File: src/rtl/vga_sync_gen.sv
// VGA raster timing generator: pixel/line counters with HSYNC/VSYNC/VIDEO_ON decode.
// Latency: 2 CLK from a VGA_CLK rising edge to outputs (1 counter update, 1 output register).
// Backpressure: none; free-running. It advances only on VGA_CLK rising edges seen in the CLK domain.
//
// Ports:
//   CLK         - system clock. All flops use its rising edge.
//   RST         - asynchronous, active-high reset.
//   VGA_CLK     - pixel-rate level from the clock divider (same CLK domain). It is sampled, not used as a clock.
//   HSYNC/VSYNC - active-low sync pulses.
//   VIDEO_ON    - current pixel lies in the visible area.
//   X/Y         - current pixel/line position, zero-extended to 10 bits.
//   FRAME_START - one-CLK pulse, aligned with the first output cycle at (0,0).
//
// Counters are 10 bits wide, so H_TOT and V_TOT must not exceed 1024.

module vga_sync_gen #(
    parameter int H_VIS  = 640,
    parameter int H_FP   = 16,
    parameter int H_SYNC = 96,
    parameter int H_BP   = 48,
    parameter int V_VIS  = 480,
    parameter int V_FP   = 10,
    parameter int V_SYNC = 2,
    parameter int V_BP   = 33
) (
    input  logic       CLK,
    input  logic       RST,
    input  logic       VGA_CLK,
    output logic       HSYNC,
    output logic       VSYNC,
    output logic       VIDEO_ON,
    output logic [9:0] X,
    output logic [9:0] Y,
    output logic       FRAME_START
);

    localparam int H_TOT = H_VIS + H_FP + H_SYNC + H_BP;
    localparam int V_TOT = V_VIS + V_FP + V_SYNC + V_BP;

    localparam logic [9:0] H_LAST   = 10'(H_TOT - 1);
    localparam logic [9:0] V_LAST   = 10'(V_TOT - 1);
    localparam logic [9:0] H_VIS_C  = 10'(H_VIS);
    localparam logic [9:0] V_VIS_C  = 10'(V_VIS);
    localparam logic [9:0] HS_BEG   = 10'(H_VIS + H_FP);
    localparam logic [9:0] HS_END   = 10'(H_VIS + H_FP + H_SYNC);
    localparam logic [9:0] VS_BEG   = 10'(V_VIS + V_FP);
    localparam logic [9:0] VS_END   = 10'(V_VIS + V_FP + V_SYNC);

    // Counter stage
    logic       vga_prev_q,    vga_prev_d;
    logic [9:0] hcnt_q,        hcnt_d;
    logic [9:0] vcnt_q,        vcnt_d;
    logic       frame_wrap_q,  frame_wrap_d;

    // Output stage
    logic       hsync_q,       hsync_d;
    logic       vsync_q,       vsync_d;
    logic       video_on_q,    video_on_d;
    logic [9:0] x_q,           x_d;
    logic [9:0] y_q,           y_d;
    logic       frame_start_q, frame_start_d;

    logic pixel_tick;
    logic h_at_end;
    logic v_at_end;

    always_comb begin
        // vga_prev resets to 1, so a VGA_CLK that is already high at
        // reset release is not seen as a rising edge.
        pixel_tick   = VGA_CLK & ~vga_prev_q;
        vga_prev_d   = VGA_CLK;
        h_at_end     = (hcnt_q == H_LAST);
        v_at_end     = (vcnt_q == V_LAST);

        hcnt_d       = hcnt_q;
        vcnt_d       = vcnt_q;
        if (pixel_tick) begin
            if (h_at_end) begin
                hcnt_d = '0;
                vcnt_d = v_at_end ? '0 : vcnt_q + 10'd1;
            end else begin
                hcnt_d = hcnt_q + 10'd1;
            end
        end

        // Marks the counters entering (0,0). It is delayed one more stage
        // so the pulse lines up with X=0, Y=0 on the outputs.
        frame_wrap_d = pixel_tick & h_at_end & v_at_end;
    end

    always_comb begin
        hsync_d       = ~((hcnt_q >= HS_BEG) && (hcnt_q < HS_END));
        vsync_d       = ~((vcnt_q >= VS_BEG) && (vcnt_q < VS_END));
        video_on_d    = (hcnt_q < H_VIS_C) && (vcnt_q < V_VIS_C);
        x_d           = hcnt_q;
        y_d           = vcnt_q;
        frame_start_d = frame_wrap_q;
    end

    always_ff @(posedge CLK or posedge RST) begin
        if (RST) begin
            vga_prev_q    <= 1'b1;
            hcnt_q        <= '0;
            vcnt_q        <= '0;
            frame_wrap_q  <= 1'b0;
            hsync_q       <= 1'b1;
            vsync_q       <= 1'b1;
            video_on_q    <= 1'b0;
            x_q           <= '0;
            y_q           <= '0;
            frame_start_q <= 1'b0;
        end else begin
            vga_prev_q    <= vga_prev_d;
            hcnt_q        <= hcnt_d;
            vcnt_q        <= vcnt_d;
            frame_wrap_q  <= frame_wrap_d;
            hsync_q       <= hsync_d;
            vsync_q       <= vsync_d;
            video_on_q    <= video_on_d;
            x_q           <= x_d;
            y_q           <= y_d;
            frame_start_q <= frame_start_d;
        end
    end

    assign HSYNC       = hsync_q;
    assign VSYNC       = vsync_q;
    assign VIDEO_ON    = video_on_q;
    assign X           = x_q;
    assign Y           = y_q;
    assign FRAME_START = frame_start_q;

endmodule

File: config.mk
export PLATFORM = sky130hd
export DESIGN_NAME = vga_sync_gen
export DESIGN_NICKNAME = d
export VERILOG_FILES = /design/src/rtl/vga_sync_gen.sv
export SDC_FILE = /design/constraint.sdc
export NUM_CORES = 1
export LEC_CHECK = 0
export ABC_AREA = 1
export CORE_AREA = 2 2 63 89
export CTS_CLUSTER_DIAMETER = 100
export DETAILED_ROUTE_END_ITERATION = 12
export DIE_AREA = 0 0 65 91
export PLACE_DENSITY = 0.72
export SLEW_MARGIN = 15
export SYNTH_ARGS = -nofsm -noshare
export SYNTH_HDL_FRONTEND = slang
export SYNTH_SLANG_ARGS = --single-unit
export TNS_END_PERCENT = 100
File: constraint.sdc
create_clock -name CLK -period 2.74 [get_ports CLK]
set_input_delay 0.822 -clock CLK [delete_from_list [all_inputs] [get_ports CLK]]
set_output_delay 0.822 -clock CLK [all_outputs]
set_load 0.01 [all_outputs]
# Word-level counts from Yosys, hierarchy flattened
# Cells that the tools add are included.
[totals]
rom_bits = 0
latch_bits = 0
register_bits = 46
wordCells = 32
mem_bits_rw = 0
output_inout_bits = 24
mem_count = 0
[op_classes]
n_mux = 2
bitwise_logic = 6
add_sub_neg = 2
mul = 0
shifts = 0
eq_ne = 2
n_div = 0
reduce_logical = 4
order_cmp = 6
[op_table]
columns = ["op", "n"]
rows = [
  ["adder 10 x 1 -> 10 bit (second input constant)", 2],
  ["== test 10 bit (second input constant)", 2],
  ["< comparator 10 bit (second input constant)", 2],
  ["< comparator 10 x 9 -> 1 bit (second input constant)", 2],
  ["two-way mux 10 bit", 2],
  [">= comparator 10 bit (second input constant)", 1],
  [">= comparator 10 x 9 -> 1 bit (second input constant)", 1],
  ["AND 1 bit", 3],
  ["logical AND 1 bit", 3],
  ["NOT 1 bit", 3],
  ["AND reduction 2 bit", 1],
]

# Logic depth before layout (Yosys ltp)
[depth]
depth_word = 4
mapped_depth = 8

# Least setup slack after synthesis
# No wires, ideal clock.
[synth_timing]
kind = "input -> register"
start = "input VGA_CLK"
end = "register vcnt_q[6]"
required_time_ps = 2619
setup_time_ps = 121
arrival_time_ps = 1414
slack_ps = 1205
stages = 6
cell_sequence = "inv_1 -> nor2_8 -> nand3_4 -> inv_2 -> nand2_1 -> xor2_1"
[synth_between]
elab_chain_len = 2
[synth_rtl]
columns = ["element", "line_no", "rtl"]
rows = [
  ["from (decl)", "28", "input logic VGA_CLK,"],
  ["AND 1 bit", "70", "pixel_tick = VGA_CLK & ~vga_prev_q;"],
  ["AND reduction 2 bit (no line)", "-", ""],
  ["to (signal assigned)", "115", "vcnt_q <= vcnt_d;"],
  ["to (decl)", "52", "logic [9:0] vcnt_q, vcnt_d;"],
]
# Every way passes these cells.
# A chain may end at the register's enable or synchronous reset.

# Final worst setup path
[layout_timing]
start = "register vsync_q (netlist: VSYNC)"
end = "output VSYNC"
[layout_rtl]
columns = ["element", "line_no", "rtl"]
rows = [
  ["from (decl)", "57", "logic vsync_q, vsync_d;"],
  ["from (signal assigned)", "118", "vsync_q <= vsync_d;"],
  ["to (decl)", "30", "output logic VSYNC,"],
]
# No word-level cell between the ends.

==> reports/metrics.csv <==
stage,metric,value,unit
route,metal3 WL,122,um
placement,dpl cell area,2320,sq um
route,"wirelength, routed",3500,um
route,DRC violations left,0,
worst_setup_path,Reg2Reg Depth,7,
route,first-pass iteration count of the detailed router,4,
die,Initial Utilization,39.0,%
worst_setup_path,"Max FO, Critical Path",1,
worst_setup_path,crit path DAT,1.34,ns
synthesis,post-synth design cell area,1980,sq um
timing,fmax,463,MHz
synthesis,syn_nets,210,
worst_setup_path,worst r2r dst,vcnt_q[1],
timing,Final setup viols,0,
worst_setup_path,Startpoint Class,register,
worst_setup_path,Crit. Startpoint,VSYNC,
synthesis,Synth area leaders,"dfrtp_1, nand2_1, inv_1, nor2_1, dfstp_2",
cts,postcts setup bufs,0,
route,routed len/inst,11.6,um
timing,final hold slack,0.368,ns
route,Post-DRT Antenna Nets,0,
cts,H-tree Lvls,2,
placement,gp weighted congestion,0.793,
synthesis,"Avg Cell Area, Syn",9.82,sq um
finish,Fillers,492,
die,IO Count,27,
synthesis,ys flop type,dfrtp_1,
synthesis,cell taking the most area after synthesis,dfrtp_1,
worst_setup_path,flop-to-flop setup slack,1.26,ns
finish,Antenna Cells,0,
worst_setup_path,CP required,1.92,ns
synthesis,Synth cell types,32,
cts,Clock Latency Late Sink,0.29,ns
power,Pwr Total,1.72,mW
cts,CTS tree,done,
route,DR top layer,met4,
route,DRT met1 WL,1380,um
finish,Layout Cells excl Fill,301,
finish,share of layout cells above drive strength 1,12.3,%
timing,worst-case clock skew,0.00551,ns
timing,Worst Max-Slew Pin Slew,0.546,ns
cts,cts bufs inserted,5,
worst_setup_path,"slowest stage delay, CP",0.53,ns
timing,Final Hold Fails,0,
timing,Slew headroom,63.6,%
global_route,vias in the first global route,1384,
cts,deepest clock path buffer count,2,
flow_run,max-cap viol count,0,
power,Lkg Pwr,1.13,nW
placement,DP HPWL,2660,um
finish,fin area,2430,sq um
global_route,all-layer global routing usage,13.7,%
route,Vias,1416,
global_route,pin count of the biggest net entering global routing,47,
timing,final worst path period need,2.16,ns
run_status,outcome,completed,
placement,port bufs,26,
cts,# resized after CTS,0,
power,Max VDD drop,0.251,mV
die,Die Wd,65,um
cts,clock sinks,46,
timing,RSZ-0062 raised after global routing,no,
global_route,first-pass GRT wire length,6280,um
die,die area,5920,sq um
die,core box area,5080,sq um
cts,CTS Hold Bufs,0,
timing,final worst-path cycle share,78.9,%
global_route,GRT Residual Overflow,0,
worst_setup_path,number of buffer and inverter stages on the critical path,1,
worst_setup_path,CP max stage cell,clkdlybuf4s50_1,
synthesis,Yosys warning total,0,
cts,clock root buffer,clkbuf_8,
power,PwrDens,707,nW/um^2
worst_hold_path,Hold Crit Class,register to register,
synthesis,Synth top area share,54.3,%
finish,Nets,242,
worst_setup_path,stages on the worst setup path,1,
route,initial drt markers,44,
finish,Syn-to-layout area delta,22.3,%
route,DR WL met2,1930,um
synthesis,ys async rst share,100,%
synthesis,"Seq/Total Area, Yosys",58.2,%
worst_setup_path,"delay-heaviest family, CP",buffers and inverters,
route,post-DR vias/cell,4.70,
worst_setup_path,crit path cell chain,clkdlybuf4s50_1,
placement,placed cells,293,
global_route,initial antenna violation count,0,
worst_setup_path,WS Path Type,register to output port,
cts,Clock transition at path regs,0.08,ns
finish,"commonest non-fill, non-tap cell in the layout",dfrtp_1,
die,row cnt,31,
synthesis,"flops & latches, synth",46,
worst_setup_path,Setup crit end,VSYNC,
timing,setup TNS,0,ns
die,DIE HEIGHT,91,um
worst_setup_path,Reg-to-Reg Start,vcnt_q[0],
finish,"commonest cells after routing, fill and taps aside","dfrtp_1, nand2_1, clkdlybuf4s50_1",
synthesis,Mapped Cells,202,
synthesis,"EDFF count, synth",0,
timing,pins over their slew limit,0,
worst_setup_path,Crit. End Element,output port,
==> logic make-up after synthesis <==
family	after synthesis	share of synthesized area, %
buffers and inverters	27	5.36
flip-flops	46	58.2
adder cells (fa/ha/maj)	5	3.15
AND/OR/NAND/NOR	105	26.8
AO/OA/AOI/OAI	13	3.79
XOR/XNOR	6	2.65
==> Yosys cell counts, drive strengths merged, types with 2 or more instances <==
cell   number
or2         2
a21oi       2
dfstp       3
nand2      42
inv        25
dfrtp      43
nor3       10
o21ai       8
nor2       28
ha          5
nand3      14
xor2        5
nand4       6
==> cell type report <==
cell class                      instances  area, sq um  area share [%]
Sequential cell                        46         1150            47.6
Clock inverter                          1         8.76           0.361
Inverter                               25         93.8            3.87
Clock buffer                            7         96.3            3.97
Timing Repair Buffer                   27          268            11.0
Multi-Input combinational cell        129          722            29.8
Tap cell                               66         82.6            3.40
==> registers in the layout (all words and copies together), names as in the netlist <==
register,cells
FRAME_START,1
HSYNC,1
VIDEO_ON,1
VSYNC,1
X,10
Y,10
frame_start_d,1
hcnt_q,10
vcnt_q,10
vga_prev_q,1
==> metrics by stage <==
| stage | utilization (%) | setup WS [ns] |
|---|---|---|
| after floorplan | - | 0.835 |
| after global placement | 45.7 | 0.561 |
| after detailed placement | 45.7 | 0.523 |
| after CTS | 47.7 | 0.554 |
| after global routing | 47.7 | 0.546 |
| final | 47.7 | 0.578 |
==> power by group <==
| part | leakage (nW) | internal [mW] | switching, mW |
|---|---|---|---|
| clock | 0.0544 | 0.231 | 0.213 |
| sequential | 0.531 | 0.802 | 0.0921 |
| combinational | 0.548 | 0.179 | 0.200 |
| total | 1.13 | 1.21 | 0.505 |
==> worst min-delay path by stage <==
stage                              to  depth (start not counted)           from
after CTS                 FRAME_START                          0  frame_start_d
after detailed placement  FRAME_START                          0  frame_start_d
after floorplan           FRAME_START                          0  frame_start_d
after global routing      FRAME_START                          0  frame_start_d
after global placement    FRAME_START                          0  frame_start_d
final                     FRAME_START                          0  frame_start_d
==> routing by layer <==
layer	GRT usage, %	vias up
met5	0	-
met3	3.97	7
met4	5.32	0
met1	15.3	684
li1	-	705
met2	24.1	20
(Power assumes the default switching activity.)
